==> config.mk <==
export PLATFORM = sky130hd
export DESIGN_NAME = load_store_unit
export DESIGN_NICKNAME = d
export VERILOG_FILES = /design/src/rtl/load_store_unit.sv
export SDC_FILE = /design/constraint.sdc
export NUM_CORES = 1
export LEC_CHECK = 0
export ABC_AREA = 1
export CAP_MARGIN = 40
export CORE_MARGIN = 1
export CORE_UTILIZATION = 25
export DETAILED_ROUTE_END_ITERATION = 12
export PLACE_DENSITY = 0.61
export SYNTH_ARGS = -nofsm -noshare
export SYNTH_HDL_FRONTEND = slang
export SYNTH_SLANG_ARGS = --single-unit
==> constraint.sdc <==
create_clock -name clk -period 4.65 [get_ports clk]
set_clock_uncertainty 0.05 [all_clocks]
set_input_delay 0.6975 -clock clk [delete_from_list [all_inputs] [get_ports clk]]
set_output_delay 0.6975 -clock clk [all_outputs]
set_load 0.05 [all_outputs]
==> src/rtl/load_store_unit.sv <==
// RV32 load/store sequencer between execute and a byte-addressed data memory.
// One access in flight: IDLE -> ACCESS -> RESPOND, faults skip ACCESS.
module load_store_unit #(
    parameter int ADDR_WIDTH = 32,
    parameter int DATA_WIDTH = 32
) (
    input  logic                  clk,
    input  logic                  rst,
    input  logic                  req_valid,
    output logic                  req_ready,
    input  logic                  req_is_store,
    input  logic [2:0]            req_funct3,
    input  logic [ADDR_WIDTH-1:0] req_addr,
    input  logic [DATA_WIDTH-1:0] req_wdata,
    output logic                  resp_valid,
    input  logic                  resp_ready,
    output logic [DATA_WIDTH-1:0] resp_rdata,
    output logic                  resp_misaligned,
    output logic                  resp_illegal,
    output logic [ADDR_WIDTH-1:0] mem_fetch_addr,
    input  logic [DATA_WIDTH-1:0] mem_fetched_data,
    output logic [2:0]            mem_bytes_to_write,
    output logic [ADDR_WIDTH-1:0] mem_write_addr,
    output logic [DATA_WIDTH-1:0] mem_write_data
);

    typedef enum logic [1:0] {
        IDLE    = 2'd0,
        ACCESS  = 2'd1,
        RESPOND = 2'd2
    } state_t;

    state_t                state_q, state_d;
    logic [ADDR_WIDTH-1:0] addr_q;
    logic [2:0]            funct3_q;
    logic                  is_store_q;
    logic [DATA_WIDTH-1:0] wdata_q;
    logic [DATA_WIDTH-1:0] rdata_q;
    logic                  mis_q;
    logic                  ill_q;

    logic                  req_ill;
    logic                  req_mis;
    logic [2:0]            size_q;
    logic [DATA_WIDTH-1:0] load_ext;

    // Illegal wins over misaligned, so misalignment is only judged for legal codes.
    always_comb begin
        req_ill = 1'b0;
        unique case (req_funct3)
            3'b000, 3'b001, 3'b010: req_ill = 1'b0;
            3'b100, 3'b101:         req_ill = req_is_store;
            default:                req_ill = 1'b1;
        endcase
        req_mis = 1'b0;
        if (!req_ill) begin
            case (req_funct3[1:0])
                2'b01:   req_mis = req_addr[0];
                2'b10:   req_mis = |req_addr[1:0];
                default: req_mis = 1'b0;
            endcase
        end
    end

    always_comb begin
        case (funct3_q[1:0])
            2'b01:   size_q = 3'd2;
            2'b10:   size_q = 3'd4;
            default: size_q = 3'd1;
        endcase
    end

    always_comb begin
        load_ext = mem_fetched_data;
        case (funct3_q)
            3'b000:  load_ext = {{(DATA_WIDTH-8){mem_fetched_data[7]}},
                                 mem_fetched_data[7:0]};
            3'b100:  load_ext = {{(DATA_WIDTH-8){1'b0}},
                                 mem_fetched_data[7:0]};
            3'b001:  load_ext = {{(DATA_WIDTH-16){mem_fetched_data[15]}},
                                 mem_fetched_data[15:0]};
            3'b101:  load_ext = {{(DATA_WIDTH-16){1'b0}},
                                 mem_fetched_data[15:0]};
            default: load_ext = mem_fetched_data;
        endcase
    end

    always_comb begin
        state_d = state_q;
        unique case (state_q)
            IDLE: begin
                if (req_valid) begin
                    state_d = (req_ill || req_mis) ? RESPOND : ACCESS;
                end
            end
            ACCESS:  state_d = RESPOND;
            RESPOND: begin
                if (resp_ready) state_d = IDLE;
            end
            default: state_d = IDLE;
        endcase
    end

    always_ff @(posedge clk) begin
        if (rst) state_q <= IDLE;
        else     state_q <= state_d;
    end

    always_ff @(posedge clk) begin
        if (rst) begin
            addr_q     <= '0;
            funct3_q   <= '0;
            is_store_q <= 1'b0;
            wdata_q    <= '0;
            rdata_q    <= '0;
            mis_q      <= 1'b0;
            ill_q      <= 1'b0;
        end else begin
            if (state_q == IDLE && req_valid) begin
                addr_q     <= req_addr;
                funct3_q   <= req_funct3;
                is_store_q <= req_is_store;
                wdata_q    <= req_wdata;
                mis_q      <= req_mis;
                ill_q      <= req_ill;
                if (req_ill || req_mis) rdata_q <= '0;
            end
            if (state_q == ACCESS) begin
                rdata_q <= is_store_q ? '0 : load_ext;
            end
        end
    end

    // Handshake and write strobes are gated by rst so a reset mid-access is clean.
    always_comb begin
        req_ready          = 1'b0;
        resp_valid         = 1'b0;
        mem_bytes_to_write = 3'd0;
        if (!rst) begin
            req_ready  = (state_q == IDLE);
            resp_valid = (state_q == RESPOND);
            if (state_q == ACCESS && is_store_q) mem_bytes_to_write = size_q;
        end
    end

    assign resp_rdata      = rdata_q;
    assign resp_misaligned = mis_q;
    assign resp_illegal    = ill_q;
    assign mem_fetch_addr  = addr_q;
    assign mem_write_addr  = addr_q;
    assign mem_write_data  = wdata_q;

endmodule

==> run summary <==
• 0.150 — compound-cell area share of the yosys netlist
• 104 — count of state elements after synthesis
• 0.0178 mm2 — Die Footprint
• 3 — CTS HTree Levels
• 104 — number of clock sinks
• 0 — count of instances resized after the clock tree is built
• clkdlybuf4s50_1 > buf_4 > nor3_1 > clkdlybuf4s50_1 — list of cells traversed by the critical path
• 0 — Yosys warnings
• 0.00431 mm2 — synthesized area
• met2 — most used routing layer
• 0.238 — met2 demand-to-capacity share in global routing
• 2470 ps — Worst R2R Setup Slack
• 0.186 — GR met1 Demand/Resource
• 2440 ps — Worst EP arrival
• 0 — DRC violations left
• reg2reg — path type of the worst min-delay path
• 4.25 — Via density
• 0.230 — fraction of the mapped netlist area in simple logic gates
• 0.00173 mm2 — combined area of the multi-input logic cells
• 47 — row cnt
• 4194 — vias
• 0 — quantity of hold-fixing buffers added after cts
• resp_rdata[6] — Hold Path End
• built — clock tree from TritonCTS
• 20.7 mm — first-pass GRT wire length
• 0 — xor and xnor area share after synthesis
• 0.768 — gp weighted congestion
• 840 ps — stage delay of the slowest cell on the critical path
• 376 mW/mm2 — power per cell area
• false — unrepaired setup endpoints after global routing
• 7.53 um2 — Post-Synthesis Mean Instance Area
• 2.63 nW — leakage power total
• 0.0522 — fraction of final layout cells sized beyond drive strength 1
• 239 — number of placed I/O pins
• output pin — CP endpoint kind
• 0 — number of post-CTS setup repair buffers
• 0 — Final Setup Violations
• 350 ps — source-to-sink clock delay at the later pin of the worst-skew pair
• 0 — number of failing hold endpoints at the final stage
• 9 — number of buffers created by CTS
• 6 — Initial DRT Pass Iterations
• 70 ps — Reg clk slew, reported paths
• 0 — max-cap violation count
• 2 — CTS Buffer Depth
• 26 — number of distinct library cells after synthesis
• 0.483 — share of the yosys chip area belonging to registers
• 0.149 — Overall Global Routing Usage
• 72 — largest net degree at the start of global routing
• 573 — gate count after technology mapping
• 0 — overflow left after global routing
• clkbuf_16 — master cell of the clock root buffer
• 695 ps — worst-margin pin slew
• 3940 — via count of the first global-routing pass
• 36 — crit-path max FO
• clkdlybuf4s50_1 — critical path's most frequent cell
• resp_rdata[6] — beginning of the worst hold path
• 156 — Iter 0 DRT Violations
• 8.86 mm — half-perimeter wire length of the detailed placement result
• 0.685 — period utilisation layout
• 0.0479 — met3 track demand over resource
• 872 — net count of the finished layout
• 0 ps — aggregate negative setup slack
• 0.0203 — adder-cell area share of the yosys netlist
• 59.8% — Layout Area Growth over Synthesis
• 238 — number of buffers added on ports
• 0 — post-synthesis mux area share
• 986 — number of standard cells in the final layout excluding fillers
• 6 — number of cell instances on the worst register-to-register path
• 0.258 — initial cell density of the core
• 0 — number of pins exceeding their max-slew limit in the final report
• 1742 — layout filler cell count
• 0 — antenna violations before repair
• 133 um — Die Height
• 684 — post-synth net total
• simple AND/OR/NAND/NOR gates — combinational family with the most area after synthesis
• 3900 ps — CP Data Required Time
• 3190 ps — Final min period
• 0.00208 mm2 — Seq. cell area
• primary input — crit path launch type
• mem_fetch_addr[1] — endpoint of the most critical register-to-register path
• 13.1 mm — Total Wirelength
• 2 — cell depth of the worst min-delay path
• 0.537 — max-slew headroom at the worst pin
• 0 — antenna cells
• state_q[1] — origin of the critical flop-to-flop path
• clkdlybuf4s50_1 — Slowest-stage cell, CP
• 0.189 mV — largest voltage drop on the vdd net
• 0.314 GHz — Achievable Freq
• 13.3 um — wire length per cell
• 133 um — die width
• complete, no violations — status
• in2out — Critical Setup Path Class
• 970 — cell count after placement
• 0 — Final ANT Viol Nets
• 0.0167 mm2 — standard cell core area
where the power goes:
group          total (W)  switching [W]  internal (W)
Combinational   0.000847       0.000550      0.000297
Clock           0.000733       0.000363      0.000369
Sequential       0.00101      0.0000496      0.000961
worst max-delay path, delay by kind of cell:
kind / cells / cell delay (ps)
buffers and inverters: 3 / 1500
and+or+nand+nor: 1 / 230
area by class of cell:
class	count	area share
Timing Repair Buffer	242	0.356
Sequential cell	104	0.302
Multi-Input combinational cell	384	0.250
Tap cell	220	0.0399
Clock buffer	9	0.0327
Inverter	20	0.0111
Clock inverter	7	0.00817
worst max path at each step:
| stage | start | endpoint | slack [ps] | cells past startpoint |
|---|---|---|---|---|
| floorplan | rst | req_ready | 2010 | 2 |
| CTS | rst | req_ready | 1490 | 4 |
| finish | rst | req_ready | 1460 | 4 |
| global route | rst | req_ready | 1430 | 4 |
| detailed placement | rst | req_ready | 1500 | 4 |
| global placement | rst | req_ready | 1530 | 4 |
synth_stat cells:
cell type / instances / area share
o21ai_2: 1 / 0.0020
nor2_2: 2 / 0.0029
nand2_4: 2 / 0.0052
clkbuf_2: 1 / 0.0012
buf_6: 5 / 0.013
nand2_2: 2 / 0.0029
a21oi_4: 1 / 0.0038
o31ai_4: 1 / 0.0049
clkbuf_1: 15 / 0.013
o21ai_0: 78 / 0.091
dfxtp_1: 104 / 0.48
a21oi_2: 1 / 0.0020
nor3_1: 2 / 0.0023
clkinv_2: 1 / 0.0012
nand2_1: 79 / 0.069
buf_4: 36 / 0.063
nand4_1: 1 / 0.0015
a21oi_1: 39 / 0.045
inv_1: 14 / 0.012
nand3_1: 4 / 0.0046
nor2_1: 163 / 0.14
o22ai_1: 1 / 0.0015
ha_1: 7 / 0.020
clkinv_1: 1 / 0.00087
buf_2: 8 / 0.0093
inv_2: 4 / 0.0035
sequential cells by signal, indices dropped and copies added, names as in the netlist:
name and flops:
mem_fetch_addr 32, state_q 2, mem_write_data 32, resp_rdata 32, is_store_q 1, funct3_q 3
resp_misaligned 1, resp_illegal 1
cell usage in the layout (no fill, tap or decap):
| cell | n |
|---|---|
| clkdlybuf4s50_1 | 234 |
| nor2_1 | 163 |
| dfxtp_1 | 104 |
| nand2_1 | 79 |
| o21ai_0 | 78 |
| a21oi_1 | 39 |
| inv_1 | 14 |
| clkbuf_16 | 9 |
| ha_1 | 7 |
| inv_2 | 5 |
| nand3_1 | 4 |
| buf_12 | 4 |
| buf_4 | 4 |
| clkinvlp_4 | 3 |
| nor2_2 | 2 |
| nor3_1 | 2 |
| nand2_4 | 2 |
| nand2_2 | 2 |
| clkinv_2 | 2 |
| a21oi_4 | 1 |
| o21ai_2 | 1 |
| o31ai_4 | 1 |
| a21oi_2 | 1 |
| o22ai_1 | 1 |
| nand4_1 | 1 |
| inv_6 | 1 |
| inv_8 | 1 |
| clkinv_4 | 1 |
metrics by stage:
step | util | cell area [um2] | setup slack, ps | total power [W] | hold WS, ps
5_1_grt | 0.413 | 6890 | 1430 | 0.00273 | 431
4_1_cts | 0.413 | 6890 | 1490 | 0.00263 | 413
3_3_place_gp | 0.396 | 6610 | 1530 | 0.00188 | 399
6_report | 0.413 | 6890 | 1460 | 0.00259 | 411
3_5_place_dp | 0.396 | 6610 | 1500 | 0.00189 | 402
2_1_floorplan | - | 4310 | 2010 | 0.00161 | 412
layer usage:
metal  share of wire  vias up  routed length [um]
li1                -     2158                   -
met1            0.46     1870                6010
met2            0.44      155                5820
met3           0.083       11                1090
met4           0.016        0                 208
met5               0        -                   0
cell families (layout without fill, tap and decap cells):
| group | after synthesis | in the layout |
|---|---|---|
| AO/OA/AOI/OAI | 122 | 122 |
| adder cells (fa/ha/maj) | 7 | 7 |
| buffers and inverters | 85 | 278 |
| flip-flops | 104 | 104 |
| AND/OR/NAND/NOR | 255 | 255 |
No activity file was read; power rests on OpenSTA's default activity.
==> RTL edit, RTL diff (config.mk and constraints unchanged) <==
Re-encode `state_t` (3 states) as one-hot, 3 bits wide.
--- a/src/rtl/load_store_unit.sv
+++ b/src/rtl/load_store_unit.sv
@@ -26,6 +26,6 @@
 
-    typedef enum logic [1:0] {
-        IDLE    = 2'd0,
-        ACCESS  = 2'd1,
-        RESPOND = 2'd2
+    typedef enum logic [2:0] {
+        IDLE    = 3'b001,
+        ACCESS  = 3'b010,
+        RESPOND = 3'b100
     } state_t;
Behaviour: no difference found for any inputs over 10 cycles, from zero or initial values and one cycle with rst high; not proved beyond that.
==> RTL edit against the original RTL <==
Design area shrank 0.29%. Routed wire length down 2.5%. Sequential cell count up 1. Synthesized area decreased by 0.46%. Worst setup slack better by 0.13 ns. Power is 5.5% higher. Synthesized cell count shrank 4.2%. Critical path depth did not move. Global-route usage shrank 0.69 points. Core utilization shrank 0.12 points.
==> RTL edit: results (changes against the original RTL) <==
[placed_design]
port_buffers=238  ; unchanged
place_hpwl_um=8958  ; was 8856 um
dpl.cell_count=946  ; was 970
placed_area_mm2=0.006579  ; was 0.006613 mm^2
place.gp.congestion=0.7205  ; was 0.7676

[final_layout]
final_nets=848  ; was 872
fin_cells=961  ; was 986
diodes=0  ; unchanged
fillers=1717  ; was 1742
drive_gt1_share_pct=4.723  ; was 5.222%

[synthesis]
muxShareOfSynthArea_pct=0  ; unchanged
ys_seq_area_share_pct=48.97  ; was 48.27%
synthXorXnorAreaFrac_pct=0  ; unchanged
synth_compound_area_share_pct=16.64  ; was 15.00%
ys_top_cells_by_area=dfxtp_1 (49%), nor2_1 (12%), o21ai_0 (9.1%), buf_4 (6.1%), nand2_1 (5.8%)  ; was dfxtp_1 (48%), nor2_1 (14%), o21ai_0 (9.1%), nand2_1 (6.9%), buf_4 (6.3%)
synth_cell_types=26  ; unchanged
synthTopCellsByCount=nor2_1 (141), dfxtp_1 (105), o21ai_0 (78), nand2_1 (66), a21oi_1 (38)  ; was nor2_1 (163), dfxtp_1 (104), nand2_1 (79), o21ai_0 (78), a21oi_1 (39)
syn_inst=549  ; was 573
syn_nets=660  ; was 684
synth_adder_area_share_pct=2.040  ; was 2.031%
async_flop_share_pct=0  ; unchanged

[routing]
drt_iter0_drc=144  ; was 156
wl_um=12800  ; was 13130 um
dr_total_vias=4058  ; was 4194
drt_pass1_iterations=7  ; was 6

[pwr]
seq_power_w=0.00103
ir_drop_mv=0.2036  ; was 0.1895 mV
leakage_nw=2.567  ; was 2.634 nW
p_clk_w=0.000768  ; was 0.000733 W
p_sw_w=0.001002  ; was 0.0009630 W

[timing]
slew_headroom_pct=50.24  ; was 53.68%

[worst_setup_path]
r2r_end=mem_fetch_addr[3]$_SDFFE_PP0P_  ; was mem_fetch_addr[1]$_SDFFE_PP0P_
r2r_cells=7  ; was 6
critPathMaxStageDelay_ns=0.81  ; was 0.84 ns
critical_path_arrival_ns=2.31  ; was 2.44 ns
cp_max_fo=23  ; was 36
worstReg2RegStart=state_q[1]$_SDFFE_PP0P_  ; unchanged
crit_start=rst  ; unchanged
crit_top_cell=clkdlybuf4s50_1  ; unchanged
critPathSlowestCell=clkdlybuf4s50_1  ; unchanged
r2r_slack_ns=2.40  ; was 2.47 ns
crit_path_end=resp_valid  ; was req_ready

[grt]
grt_pass1_wl_um=19820  ; was 20710 um
grt_pass1_vias=3766  ; was 3940
grt_start_max_net_pins=73  ; was 72
antenna_found_initial=1  ; was 0
grt_usage_pct=14.23  ; was 14.91%

[cts]
worst_skew_pair.late_latency_ns=0.34
clockBufferDepth=2  ; unchanged
numCtsBuffers=9  ; unchanged
cts_root_buf=clkbuf_16  ; unchanged
htree_levels=3  ; unchanged
cts_setup_buffers=0  ; unchanged

[status]
status=finished, final reports clean  ; unchanged

[min_path]
whs_endpoint=resp_rdata[19]$_SDFFE_PP0P_  ; was resp_rdata[6]$_SDFFE_PP0P_
hp-start=resp_rdata[19]$_SDFFE_PP0P_  ; was resp_rdata[6]$_SDFFE_PP0P_
hold_path.class=register to register  ; unchanged

-- RTL edit: routing by layer --
| layer | share of wire (%) | track usage (%) | vias to the layer above |
|---|---|---|---|
| met1 | 44 | 17.19 | 1783 |
| li1 | - | - | 2120 |
| met4 | 1.2 | 4.598 | 0 |
| met5 | 0 | 0 | - |
| met2 | 47 | 23.24 | 148 |
| met3 | 8.0 | 5.287 | 7 |
-- RTL edit: final cells by class --
type                    count  area share [%]
repair buffers            243           35.64
flip-flops and latches    105           30.58
multi-input cells         363           24.66
well taps                 220           4.004
clock buffers              11           3.531
inverters                  15          0.8191
clock inverters             4          0.7645
-- RTL edit: metrics by stage --
step	worst slack (ns)	hold WS, ns	util, %	total power, W
finish	1.595	0.4113	41.16	0.002735
global route	1.549	0.4229	41.16	0.002879
CTS	1.595	0.4143	41.16	0.002785
detailed placement	1.595	0.4029	39.39	0.001997
global placement	1.606	0.3994	39.39	0.001992
floorplan	2.041	0.4467	-	0.001704
